[config.mk]
export PLATFORM = sky130hd
export DESIGN_NAME = parking_gate_ctrl
export DESIGN_NICKNAME = d
export VERILOG_FILES = /design/src/rtl/parking_gate_ctrl.sv
export SDC_FILE = /design/constraint.sdc
export NUM_CORES = 1
export LEC_CHECK = 0
export BUFFER_PORTS_ARGS = -buffer_cell sky130_fd_sc_hd__buf_2
export CORE_MARGIN = 1.5
export CORE_UTILIZATION = 30
export CTS_CLUSTER_SIZE = 8
export DETAILED_ROUTE_END_ITERATION = 10
export SYNTH_ARGS = -nofsm -noshare
export SYNTH_HDL_FRONTEND = slang
export SYNTH_SLANG_ARGS = --single-unit
[constraint.sdc]
create_clock -name clk -period 2.6 [get_ports clk]
set_input_delay 0.13 -clock clk [delete_from_list [all_inputs] [get_ports clk]]
set_output_delay 0.13 -clock clk [all_outputs]
set_load 0.01 [all_outputs]
[src/rtl/parking_gate_ctrl.sv]
`default_nettype none
// ============================================================================
//  Module      : parking_gate_ctrl
//  Description : Entry-lane sequencer for a car-park barrier. Arms when a car
//                sits at the front sensor, checks the keypad code, opens the
//                gate until the car passes the back sensor or a timeout
//                expires, tracks occupancy and locks the lane after repeated
//                wrong codes.
//  Ports       : clk, rst      - clock, synchronous active-high reset
//                fr_sens       - car waiting at the entry
//                bk_sens       - car has passed the gate
//                pswd/pswd_vld - keypad code and its one-cycle strobe
//                exit_evt      - one-cycle pulse per car leaving the lot
//                gate          - 1 = gate open
//                lock          - lane locked out
//                wrong         - one-cycle pulse per rejected code
//                full          - lot at capacity
//                count         - cars currently inside
//  Revision    : 1.0 - initial release
// ============================================================================
module parking_gate_ctrl #(
    parameter logic [7:0] PSWD         = 8'd194,
    parameter int         MAX_TRIES    = 3,
    parameter int         LOCK_CYCLES  = 16,
    parameter int         OPEN_TIMEOUT = 32,
    parameter int         CAPACITY     = 8,
    parameter int         CNT_W        = 4
) (
    input  logic             clk,
    input  logic             rst,
    input  logic             fr_sens,
    input  logic             bk_sens,
    input  logic [7:0]       pswd,
    input  logic             pswd_vld,
    input  logic             exit_evt,
    output logic             gate,
    output logic             lock,
    output logic             wrong,
    output logic             full,
    output logic [CNT_W-1:0] count
);

    // One timer serves both the open window and the lockout window.
    localparam int TMR_MAX = (OPEN_TIMEOUT > LOCK_CYCLES) ? OPEN_TIMEOUT : LOCK_CYCLES;
    localparam int TMR_W   = $clog2(TMR_MAX + 1);
    localparam int TRY_W   = $clog2(MAX_TRIES + 1);

    localparam logic [TMR_W-1:0] OPEN_LAST = TMR_W'(OPEN_TIMEOUT - 1);
    localparam logic [TMR_W-1:0] LOCK_LAST = TMR_W'(LOCK_CYCLES - 1);
    localparam logic [TRY_W-1:0] TRY_LIMIT = TRY_W'(MAX_TRIES);
    localparam logic [CNT_W-1:0] CAP_VAL   = CNT_W'(CAPACITY);

    typedef enum logic [1:0] {
        IDLE      = 2'd0,
        WAIT_PSWD = 2'd1,
        OPEN      = 2'd2,
        LOCKED    = 2'd3
    } state_t;

    state_t             state_q, state_d;
    logic [TMR_W-1:0]   timer_q, timer_d;
    logic [TRY_W-1:0]   tries_q, tries_d;
    logic [CNT_W-1:0]   count_q, count_d;
    logic               gate_q, gate_d;
    logic               lock_q, lock_d;
    logic               wrong_q, wrong_d;
    logic               full_q, full_d;
    logic               pass_evt;
    logic               exit_ok;

    always_ff @(posedge clk) begin
        if (rst) begin
            state_q <= IDLE;
            timer_q <= '0;
            tries_q <= '0;
            count_q <= '0;
            gate_q  <= 1'b0;
            lock_q  <= 1'b0;
            wrong_q <= 1'b0;
            full_q  <= 1'b0;
        end else begin
            state_q <= state_d;
            timer_q <= timer_d;
            tries_q <= tries_d;
            count_q <= count_d;
            gate_q  <= gate_d;
            lock_q  <= lock_d;
            wrong_q <= wrong_d;
            full_q  <= full_d;
        end
    end

    always_comb begin
        state_d  = state_q;
        timer_d  = timer_q;
        tries_d  = tries_q;
        wrong_d  = 1'b0;
        pass_evt = 1'b0;

        case (state_q)
            IDLE: begin
                tries_d = '0;
                // Entry is refused while the lot is full.
                if (fr_sens && !full_q) begin
                    state_d = WAIT_PSWD;
                end
            end
            WAIT_PSWD: begin
                // A car backing away cancels any code entered on that cycle.
                if (!fr_sens) begin
                    state_d = IDLE;
                end else if (pswd_vld) begin
                    if (pswd == PSWD) begin
                        state_d = OPEN;
                        timer_d = '0;
                    end else begin
                        wrong_d = 1'b1;
                        tries_d = tries_q + TRY_W'(1);
                        if (tries_d == TRY_LIMIT) begin
                            state_d = LOCKED;
                            timer_d = '0;
                        end
                    end
                end
            end
            OPEN: begin
                timer_d = timer_q + TMR_W'(1);
                // A pass on the final timeout cycle still counts.
                if (bk_sens) begin
                    pass_evt = 1'b1;
                    state_d  = IDLE;
                end else if (timer_q == OPEN_LAST) begin
                    state_d = IDLE;
                end
            end
            LOCKED: begin
                timer_d = timer_q + TMR_W'(1);
                if (timer_q == LOCK_LAST) begin
                    state_d = IDLE;
                    tries_d = '0;
                end
            end
            default: begin
                state_d = IDLE;
            end
        endcase

        // Simultaneous pass and exit cancel out; exits at zero are dropped.
        exit_ok = exit_evt && (count_q != '0);
        count_d = count_q;
        if (pass_evt && !exit_ok) begin
            count_d = count_q + CNT_W'(1);
        end else if (!pass_evt && exit_ok) begin
            count_d = count_q - CNT_W'(1);
        end

        // Outputs are decoded from next-state values so they register on the
        // same edge as the transition that causes them.
        full_d = (count_d == CAP_VAL);
        gate_d = (state_d == OPEN);
        lock_d = (state_d == LOCKED);
    end

    assign gate  = gate_q;
    assign lock  = lock_q;
    assign wrong = wrong_q;
    assign full  = full_q;
    assign count = count_q;

endmodule
`default_nettype wire

# Yosys cells after proc, flatten, opt, wreduce, memory -nomap -nowiden
# Cells that the tools add are included.
# totals
regBits,18
input_bits,14
elab_cells,69
# op_classes
add_sub_neg,4
n_eq_ne,15
mux,24
bitwise_logic,3
n_reduce_logical,15
# ops
op,count
two-way mux 2 bit,12
two-way mux 6 bit,4
one-hot mux 6 bit (2 select lines),1
equality test 2 bit (second input constant),5
equality test 8 bit (second input constant),1
two-way mux 4 bit,2
!= test 2 bit (second input constant),4
one-hot mux 2 bit (4 select lines),1
adder 6 x 1 -> 6 bit (second input constant),1
equality test 6 x 4 -> 1 bit (second input constant),1
equality test 6 x 5 -> 1 bit (second input constant),1
one-hot mux 2 bit (3 select lines),1
AND reduction 5 bit,1
adder 4 x 1 -> 4 bit (second input constant),1
equality test 4 bit (second input constant),1
logical AND 1 bit,4
AND reduction 4 bit,1
nonzero test 4 bit,1
OR reduction 4 bit,1
subtractor 4 x 1 -> 4 bit (second input constant),1
zero test 1 bit,3
two-way mux 1 bit,3
!= test 3 bit (second input constant),1
NOT 1 bit,3
6 further kinds,6

# Depth between registers and ports, before layout
# Gate-level depths: netlist (run 1).
# logic_depth
word_depth,8
depth_mapped,8
ltp_nobuf,7

# Worst setup path after synthesis (run 1)
# No wires, ideal clock.
# synth_path
path_type,flip-flop to flip-flop
start,"reg count_q[0], in the netlist count[0]"
end,"reg full_q, in the netlist full"
setup_time_ps,88
arrival_time_ps,1844
path_slack_ps,668
stages_incl_launch_ff,9
n_path_buf,1
synth_period_minus_slack_ps,1932
cell_sequence,dfxtp_1 inv_1 ha_1 nor3b_1 or3_1 buf_2 o22ai_2 xnor2_1 nor4_2
# synth_between
elab_chain_len,6
# synth_rtl
item,line,text
from (decl),63,"logic [CNT_W-1:0] count_q, count_d;"
from (signal assigned),85,count_q <= count_d;
branches (longest 4 deep; another with subtractor 4 x 1 -> 4 bit),-,
two-way mux 4 bit *,151,if (pass_evt && !exit_ok) begin
equality test 4 bit *,159,full_d = (count_d == CAP_VAL);
to (signal assigned),89,full_q <= full_d;
to (decl),67,"logic full_q, full_d;"
# Mark *: on every way between the ends.
# A chain may end at the register's enable or synchronous reset.

# Worst setup path after layout (run 1)
# Ends and elaborated chain as after synthesis.

==> flow_metrics.env, run 1 <==
export IMPL_status="completed"
export IMPL_cp_start_kind="register"
export IMPL_cts_made_buffers=3
export IMPL_path_class="register to register"
export IMPL_fin_setup_tns_ns=0
export IMPL_via_per_inst=4.98
export IMPL_first_global_vias=810
export IMPL_fmax_ghz=0.489
export IMPL_pwr_density_cell_nw_per_um2=689
export IMPL_worstSetupStartpoint="count[0]$_SDFF_PP0_"
export IMPL_cts_buffer_depth=2
export IMPL_route_detailed_drc=0
export IMPL_n_antenna_cell=0
export IMPL_synth_top_area_share_pct=36.9
export IMPL_slew_limit_headroom_pct=66.3
export IMPL_vdd_drop_max_uv=490
export IMPL_h_tree_depth=1
export IMPL_post_drt_wl_per_cell_um=11.3
export IMPL_grt_max_degree=14
export IMPL_clock_skew_ns=0.00490
export IMPL_dieHeight_um=60.1
export IMPL_grt_pass1_wl_um=3490
export IMPL_maxSlewViolCount=0
export IMPL_cap_viol_max_count=0
export IMPL_antenna_found_initial=0
export IMPL_reg2reg_to="full$_SDFF_PP0_"
export IMPL_ys_top_cells_by_area="dfxtp_1, ha_1, a21oi_1"
export IMPL_synth_top_area_cell="dfxtp_1"
export IMPL_coreArea_sq_um=3080
export IMPL_cp_max_fo=8
export IMPL_worstPathRequired_ns=2.82
export IMPL_reg2reg_depth=7
export IMPL_fin_nets=157
export IMPL_die_w_um=60.1
export IMPL_clock_root_buffer="clkbuf_4"
export IMPL_gp_congestion=0.767
export IMPL_tritoncts="yes"
export IMPL_ys_types=41
export IMPL_finalCriticalPeriod_ns=2.05
export IMPL_hp_start="rst"
export IMPL_drive_above_1_share_pct=22.5
export IMPL_start_util_pct=31.7
export IMPL_total_power_uw=798
export IMPL_rsz0062_at_grt="false"
export IMPL_hold_violations=0
export IMPL_synth_flop_cell="dfxtp_1"
export IMPL_num_rows=20
export IMPL_drt_wl_total_um=2060
export IMPL_synth_seq_cells=18
export IMPL_synth_fp_nets=135
export IMPL_avgSynthCellArea_sq_um=8.35
export IMPL_postCtsSetupBuffers=0
export IMPL_timing_final_crit_share_pct=78.7
export IMPL_synth_edf_count=0
export IMPL_track_usage_pct=12.7
export IMPL_ys_warn_count=0
export IMPL_seq_area_frac_synth_pct=36.9
export IMPL_hold_path_class="input port to register"
export IMPL_netlist_instances=117
export IMPL_drtPass1Iterations=4
export IMPL_drt_iter0_markers=20
export IMPL_worstMarginPinSlew_ns=0.502
export IMPL_syn_to_final_growth_pct=18.4
export IMPL_insertion_delay_ns=0.30
export IMPL_cp_arrival_ns=2.27
export IMPL_fillers=338
export IMPL_io_pins=22
export IMPL_cts_clk_slew_worst_paths_ns=0.11
export IMPL_crit_path_end="full$_SDFF_PP0_"
export IMPL_globalRoute_totalOverflow=0
export IMPL_syn_area_sq_um=977
export IMPL_reg2reg_from="count[0]$_SDFF_PP0_"
export IMPL_dp_hpwl_um=1560
export IMPL_io_buffers=21
export IMPL_clock_sinks=18
export IMPL_cts_resized=0
export IMPL_num_vias=906
export IMPL_cts_hold_buffers_added=0
export IMPL_leakagePower_nw=0.464
export IMPL_setup_viol_count_final=0
export IMPL_ant_nets=0
export IMPL_async_flop_share_pct=0
export IMPL_dieArea_sq_um=3610
export IMPL_rrSetupSlack_ns=0.55
export IMPL_critPathCaptureType="register"
[flip-flops by register name (all words and copies together) (netlist names)]
| name | count |
|---|---|
| tries_q | 2 |
| wrong | 1 |
| state_q | 2 |
| lock | 1 |
| gate | 1 |
| count | 4 |
| full | 1 |
| timer_q | 6 |
[report_power, final]
part / internal, mW / switching (mW)
Combinational: 0.128 / 0.137
Clock: 0.0855 / 0.0931
Sequential: 0.308 / 0.0468
Total: 0.521 / 0.277
[area by class of cell]
class                   count  area [sq um]  share of cell area (%)
clock buffers               4          36.3                    3.14
well taps                  44          55.1                    4.76
repair buffers             21           105                    9.08
inverters                   9          33.8                    2.92
flip-flops and latches     18           360                    31.1
multi-input cells          86           567                    49.0
[worst max-delay path, cell delays in order, from the launching register on]
cell and delay, ns:
dfxtp_1 0.46, inv_1 0.09, ha_1 0.23, nor3b_1 0.15, or3_1 0.47, o22ai_2 0.20
xnor2_1 0.11, nor4_2 0.25
[per-layer routing]
layer / GRT usage, % / share of wire [%] / vias up / wire length [um]
li1: - / - / 465 / -
met1: 15.5 / 47 / 422 / 977
met2: 21.1 / 47 / 17 / 978
met3: 4.76 / 4.7 / 2 / 96
met4: 2.86 / 0.44 / 0 / 9
met5: 0 / 0 / - / 0
[worst min path at each step]
stage,slack (ns),to,cells past startpoint
finish,0.16,timer_q[0]$_SDFFE_PP0P_,2
global route,0.15,timer_q[0]$_SDFFE_PP0P_,2
CTS,0.15,timer_q[0]$_SDFFE_PP0P_,2
detailed placement,0.47,tries_q[0]$_SDFFE_PP0P_,2
global placement,0.46,tries_q[0]$_SDFFE_PP0P_,2
floorplan,0.20,count[2]$_SDFF_PP0_,1
[kinds of logic after synthesis]
kind of cell    Yosys count  synth area share [%]
compound gates           29                  20.1
xor+xnor                  2                  1.79
fa+ha+maj                 4                  5.12
buf+inv                  13                  5.12
flops                    18                  36.9
mux                       2                  2.05
simple gates             49                  28.9
[cells in the final DEF, fill, tap and decap left out, types with 2 or more instances in the layout]
| master | n |
|---|---|
| buf_2 | 21 |
| xnor2_1 | 2 |
| a21o_1 | 2 |
| a21oi_1 | 8 |
| clkbuf_4 | 3 |
| nor3b_1 | 2 |
| nor2b_1 | 2 |
| nand2_1 | 10 |
| nor2_1 | 8 |
| mux2i_1 | 2 |
| nand2b_1 | 2 |
| o211ai_1 | 2 |
| nand3_1 | 8 |
| or3_1 | 6 |
| inv_1 | 9 |
| ha_1 | 4 |
| o21ai_0 | 5 |
| dfxtp_1 | 18 |
[per-stage QoR]
stage          worst slack, ns  hold WS [ns]  instance area, sq um  instances  util [%]
2_1_floorplan            0.668         0.202                   977        117         -
3_3_place_gp             0.679         0.460                  1120        178      36.4
3_5_place_dp             0.598         0.467                  1120        178      36.4
4_1_cts                  0.571         0.151                  1160        182      37.6
5_1_grt                  0.400         0.153                  1160        182      37.6
6_report                 0.553         0.155                  1160        182      37.6
[cell usage after synthesis (all sizes together), types with 2 or more instances]
master,count
mux2i,2
ha,4
a21oi,9
o22ai,2
nand2b,2
or3,6
xnor2,2
nand2,10
nor2b,2
nand3,8
inv,9
dfxtp,18
nor3b,2
o211ai,2
o21ai,6
nor2,8
a21o,2
clkbuf,3
Note: power is estimated with default switching activity, not from simulation.
==> run 2, diff against run 1 <==
Settings changed: ABC_AREA from default to 1.
Clock period 2.6 ns to 2.15 ns, I/O delays scaled along.
==> flow_metrics.env, run 2 <==
export IMPL_status="completed"
export IMPL_p_clk_share_pct=15.4
export IMPL_grt_pass1_wl_um=4130
export IMPL_insertion_delay_ns=0.29
export IMPL_yosysMostFrequentCell="nand2_1"
export IMPL_cts_buffer_depth=2
export IMPL_num_rows=21
export IMPL_antenna_found_initial=0
export IMPL_seq_area_frac_synth_pct=33.2
export IMPL_io_pins=22
export IMPL_track_usage_pct=12.6
export IMPL_ys_types=26
export IMPL_via_per_inst=4.47
export IMPL_avgSynthCellArea_sq_um=6.75
export IMPL_pwr_share_seq_pct=38.7
export IMPL_cp_start_kind="register"
export IMPL_cp_arrival_ns=1.77
export IMPL_num_vias=1027
export IMPL_p_sw_share_pct=42.0
export IMPL_post_drt_wl_per_cell_um=9.89
export IMPL_grt_max_degree=12
export IMPL_utilization_pct=37.1
export IMPL_fin_setup_tns_ns=0
export IMPL_drt_wl_total_um=2280
export IMPL_rsz0062_at_grt="false"
export IMPL_path_class="register to register"
export IMPL_h_tree_depth=1
export IMPL_p_int_uw=638
export IMPL_first_global_vias=972
export IMPL_leakagePower_nw=0.645
export IMPL_drtPass1Iterations=4
export IMPL_cts_clk_slew_worst_paths_ns=0.10
export IMPL_start_util_pct=31.8
export IMPL_dieHeight_um=63.2
export IMPL_drive_above_1_share_pct=24.5
export IMPL_hold_path_class="input port to register"
export IMPL_ant_nets=0
export IMPL_globalRoute_totalOverflow=0
export IMPL_worstMarginPinSlew_ns=0.262
export IMPL_syn_to_final_growth_pct=16.7
export IMPL_io_buffers=21
export IMPL_cts_resized=0
export IMPL_dieArea_sq_um=3990
export IMPL_vdd_drop_max_uv=486
export IMPL_ys_top_cells_by_area="dfxtp_1, nand2_1, nand3_1"
export IMPL_drt_iter0_markers=23
export IMPL_coreArea_sq_um=3420
export IMPL_tritoncts="yes"
export IMPL_cap_viol_max_count=0
export IMPL_synth_top_area_share_pct=33.2
export IMPL_worstPathRequired_ns=2.39
export IMPL_clock_skew_ns=0.00123
export IMPL_synth_seq_cells=18
export IMPL_critPathCaptureType="register"
export IMPL_finalCriticalPeriod_ns=1.54
export IMPL_gp_congestion=0.750
export IMPL_cp_max_fo=5
export IMPL_async_flop_share_pct=0
export IMPL_route_detailed_drc=0
export IMPL_netlist_instances=161
export IMPL_top_register="timer_q"
export IMPL_synth_edf_count=0
export IMPL_synth_top_area_cell="dfxtp_1"
export IMPL_final_cell_mix="nand2_1, buf_2, inv_1, dfxtp_1, nand3_1"
export IMPL_synth_fp_nets=179
export IMPL_clock_sinks=18
export IMPL_slew_limit_headroom_pct=82.5
export IMPL_setup_viol_count_final=0
export IMPL_cts_made_buffers=3
export IMPL_largest_reg_flops=6
export IMPL_timing_final_crit_share_pct=71.4
export IMPL_postCtsSetupBuffers=0
export IMPL_clock_root_buffer="clkbuf_4"
export IMPL_n_antenna_cell=0
export IMPL_dp_hpwl_um=1810
export IMPL_fmax_ghz=0.651
export IMPL_ys_warn_count=0
export IMPL_pwr_density_cell_nw_per_um2=868
export IMPL_switchingPower_uw=462
export IMPL_hold_violations=0
export IMPL_maxSlewViolCount=0
export IMPL_fin_nets=204
export IMPL_die_w_um=63.2
export IMPL_syn_area_sq_um=1090
export IMPL_synthTopCellsByCount="nand2_1, dfxtp_1, inv_1"
export IMPL_final_common_cell="nand2_1"
export IMPL_synth_flop_cell="dfxtp_1"
export IMPL_cts_hold_buffers_added=0
export IMPL_combPwrFrac_pct=45.9
## run 2: cell types whose count changed after synthesis, sizes merged, moves of 3 or more
cell / before / now
or3: 6 / 0
nor3: 1 / 4
nand2: 10 / 54
nor2: 8 / 16
inv: 9 / 21
nand3: 8 / 16
nand4: 0 / 3
a21oi: 9 / 15
o21ai: 6 / 2
## run 2: metrics by stage
stage,power (mW),setup WS [ns],instances,hold WS (ns),instance area (sq um)
final,1.10,0.614,230,0.134,1270
after global routing,1.20,0.466,230,0.138,1270
after CTS,1.11,0.599,230,0.132,1270
after detailed placement,0.939,0.631,227,0.446,1240
after global placement,0.931,0.663,227,0.455,1240
after floorplan,0.817,0.740,161,0.292,1090
## run 2: metal layers
layer / up-vias / track usage, % / routed length (um)
li1: 561 / - / -
met1: 449 / 17.6 / 1190
met2: 15 / 19.4 / 982
met3: 2 / 2.50 / 83
met4: 0 / 4.17 / 17
met5: - / 0 / 0
## run 2: worst paths after layout
check	from	to	slack [ns]	cells past startpoint
max reg2reg	count[0]$_SDFF_PP0_	full$_SDFF_PP0_	0.61	9
max	count[0]$_SDFF_PP0_	full$_SDFF_PP0_	0.61	9
min reg2reg	tries_q[1]$_SDFFE_PP0P_	tries_q[1]$_SDFFE_PP0P_	0.50	2
min	rst	count[1]$_SDFF_PP0_	0.13	2
## run 2: area by class of cell
cell class,instances,area (sq um)
inverters,21,81.3
repair buffers,22,113
fillers,391,2150
multi-input cells,120,633
clock buffers,3,22.5
flip-flops and latches,18,360
well taps,46,57.6
## run 2: critical path, cell delays in order, from the launching register on
cell and delay [ns]:
dfxtp_1 0.42, inv_1 0.11, ha_1 0.26, nand2_4 0.11, nand3_2 0.12, nand2_1 0.08
nand2_1 0.06, a21oi_2 0.16, nand2_1 0.09, nor2_2 0.08
## run 2: cell families (layout without fill, tap and decap cells)
kind of cell / after synthesis / after routing / share of synthesized area (%)
simple gates: 97 / 97 / 43.5
buf+inv: 23 / 46 / 8.53
flops: 18 / 18 / 33.2
compound gates: 17 / 17 / 8.52
fa+ha+maj: 4 / 4 / 4.61
xor+xnor: 2 / 2 / 1.61
## run 2: power by group through the flow
stage | Sequential [mW] | Combinational [mW] | Clock, mW
3_3_place_gp | 0.436 | 0.495 | 0
5_1_grt | 0.435 | 0.571 | 0.195
6_report | 0.426 | 0.505 | 0.170
4_1_cts | 0.428 | 0.507 | 0.177
2_1_floorplan | 0.440 | 0.377 | 0
3_5_place_dp | 0.436 | 0.504 | 0
==> run 3, diff against run 2 <==
Clock period 2.15 ns to 1.2 ns, I/O delays scaled along.
==> flow_metrics.env, run 3 (synthesis results as in run 2) <==
export IMPL_cp_depth=11
export IMPL_die_w_um=63.2
export IMPL_via_per_inst=4.58
export IMPL_final_cell_mix="nand2_1, buf_4, buf_2"
export IMPL_cp_max_fo=6
export IMPL_io_buffers=21
export IMPL_worstPathRequired_ns=1.45
export IMPL_critPathTopFamily="simple AND/OR/NAND/NOR gates"
export IMPL_gp_congestion=0.757
export IMPL_coreArea_sq_um=3420
export IMPL_hold_path_cell_count=2
export IMPL_final_common_cell="nand2_1"
export IMPL_critPathMaxStageDelay_ns=0.38
export IMPL_first_global_vias=1067
export IMPL_dieArea_sq_um=3990
export IMPL_num_vias=1169
export IMPL_cts_hold_buffers_added=0
export IMPL_finalNonFillerCells=255
export IMPL_stdcell_area_sq_um=1610
export IMPL_io_pins=22
export IMPL_use_met3_pct=3.93
export IMPL_h_tree_depth=1
export IMPL_path_class="register to register"
export IMPL_drt_wl_total_um=2700
export IMPL_dp_cells=245
export IMPL_finalCriticalPeriod_ns=1.31
export IMPL_n_antenna_cell=0
export IMPL_status="finished, violations left"
export IMPL_drt_iter0_markers=34
export IMPL_cp_arrival_ns=1.56
export IMPL_grt_busiest_layer="met2"
export IMPL_cts_made_buffers=3
export IMPL_place_area_sq_um=1410
export IMPL_ant_nets=0
export IMPL_insertion_delay_ns=0.30
export IMPL_critPathCaptureType="register"
export IMPL_worstSetupStartpoint="count[0]$_SDFF_PP0_"
export IMPL_rsz0062_at_grt="true"
export IMPL_track_usage_pct=14.4
export IMPL_route_detailed_drc=0
export IMPL_critPathSlowestCell="dfxtp_4"
export IMPL_largest_reg_flops=6
export IMPL_fmax_ghz=0.765
export IMPL_hold_path_class="input port to register"
export IMPL_grtUsageMet1_pct=20.7
export IMPL_rrSetupSlack_ns=-0.11
export IMPL_num_rows=21
export IMPL_start_util_pct=31.8
export IMPL_top_register="timer_q"
export IMPL_clock_skew_ns=0.0122
export IMPL_cap_viol_max_count=0
export IMPL_clock_root_buffer="clkbuf_4"
export IMPL_grt_pass1_wl_um=4620
export IMPL_grt_util_met2_pct=21.1
export IMPL_leakagePower_nw=0.793
export IMPL_cp_start_kind="register"
export IMPL_syn_to_final_growth_pct=48.4
export IMPL_maxSlewViolCount=0
export IMPL_path_cells="inv_4 > ha_4 > nand2_4 > nand2_4 > nand2_8 > nand2_2 > nand2_2 > nand2_1 > nor2_2 > nand2_1 > nor2_2"
export IMPL_reg2reg_from="count[0]$_SDFF_PP0_"
export IMPL_hp_start="rst"
export IMPL_timing_final_crit_share_pct=109
export IMPL_cts_buffer_depth=2
export IMPL_dieHeight_um=63.2
export IMPL_cts_clk_slew_worst_paths_ns=0.11
export IMPL_antenna_found_initial=0
export IMPL_globalRoute_totalOverflow=0
export IMPL_setup_viol_count_final=3
export IMPL_drive_above_1_share_pct=45.9
export IMPL_grt_max_degree=12
export IMPL_violations="setup timing"
export IMPL_dp_hpwl_um=1900
export IMPL_fin_ws_ns=-0.107
export IMPL_slew_limit_headroom_pct=83.1
export IMPL_worstMarginPinSlew_ns=0.251
export IMPL_post_drt_wl_per_cell_um=10.6
export IMPL_worst_path_buf_inv=1
export IMPL_hold_violations=0
export IMPL_reg2reg_depth=11
export IMPL_vdd_drop_max_uv=882
export IMPL_fin_nets=228
export IMPL_pwr_density_cell_nw_per_um2=1530
export IMPL_preCtsSetupSlack_ns=-0.105
export IMPL_tritoncts="yes"
export IMPL_clock_sinks=18
export IMPL_drtPass1Iterations=4
## run 3: what timing repair did
| item | CTS | global route |
|---|---|---|
| buffers inserted | 5 | 1 |
| gates cloned | 0 | 0 |
| pin swaps | 10 | 11 |
| resized for setup | 14 | 17 |
| hold endpoints to repair | 0 | 0 |
| setup endpoints to repair | 14 | 17 |
## run 3: path summary, 6_finish.rpt
kind	to
worst max register to register	full$_SDFF_PP0_
worst min-delay path	timer_q[4]$_SDFFE_PP0P_
worst max-delay path	full$_SDFF_PP0_
worst min register to register	tries_q[0]$_SDFFE_PP0P_
## run 3: power by group
part / internal [mW] / switching (mW) / leakage [nW] / total (mW)
logic: 0.632 / 0.697 / 0.622 / 1.33
registers: 0.684 / 0.0755 / 0.150 / 0.759
clock network: 0.185 / 0.193 / 0.0210 / 0.379
total: 1.50 / 0.966 / 0.793 / 2.47
## run 3: final cells by class
type | count | area, sq um
Fill cell | 357 | 1800
Multi-Input combinational cell | 120 | 764
Sequential cell | 18 | 373
Timing Repair Buffer | 46 | 297
Inverter | 21 | 83.8
Tap cell | 46 | 57.6
Clock buffer | 4 | 36.3
## run 3: per-layer routing
layer / vias to the layer above / wire [um]
li1: 618 / -
met1: 527 / 1410
met2: 20 / 1180
met3: 4 / 82
met4: 0 / 21
met5: - / 0
## run 3: through the flow
| stage | hold slack [ns] | power (mW) | TNS, ns | util, % |
|---|---|---|---|---|
| 2_1_floorplan | 0.245 | 1.52 | -0.0213 | - |
| 3_3_place_gp | 0.375 | 1.88 | -0.430 | 41.4 |
| 3_5_place_dp | 0.386 | 1.87 | -0.336 | 41.4 |
| 4_1_cts | 0.0556 | 2.39 | -0.131 | 45.0 |
| 5_1_grt | 0.0681 | 2.68 | -0.939 | 47.2 |
| 6_report | 0.0682 | 2.47 | -0.172 | 47.2 |
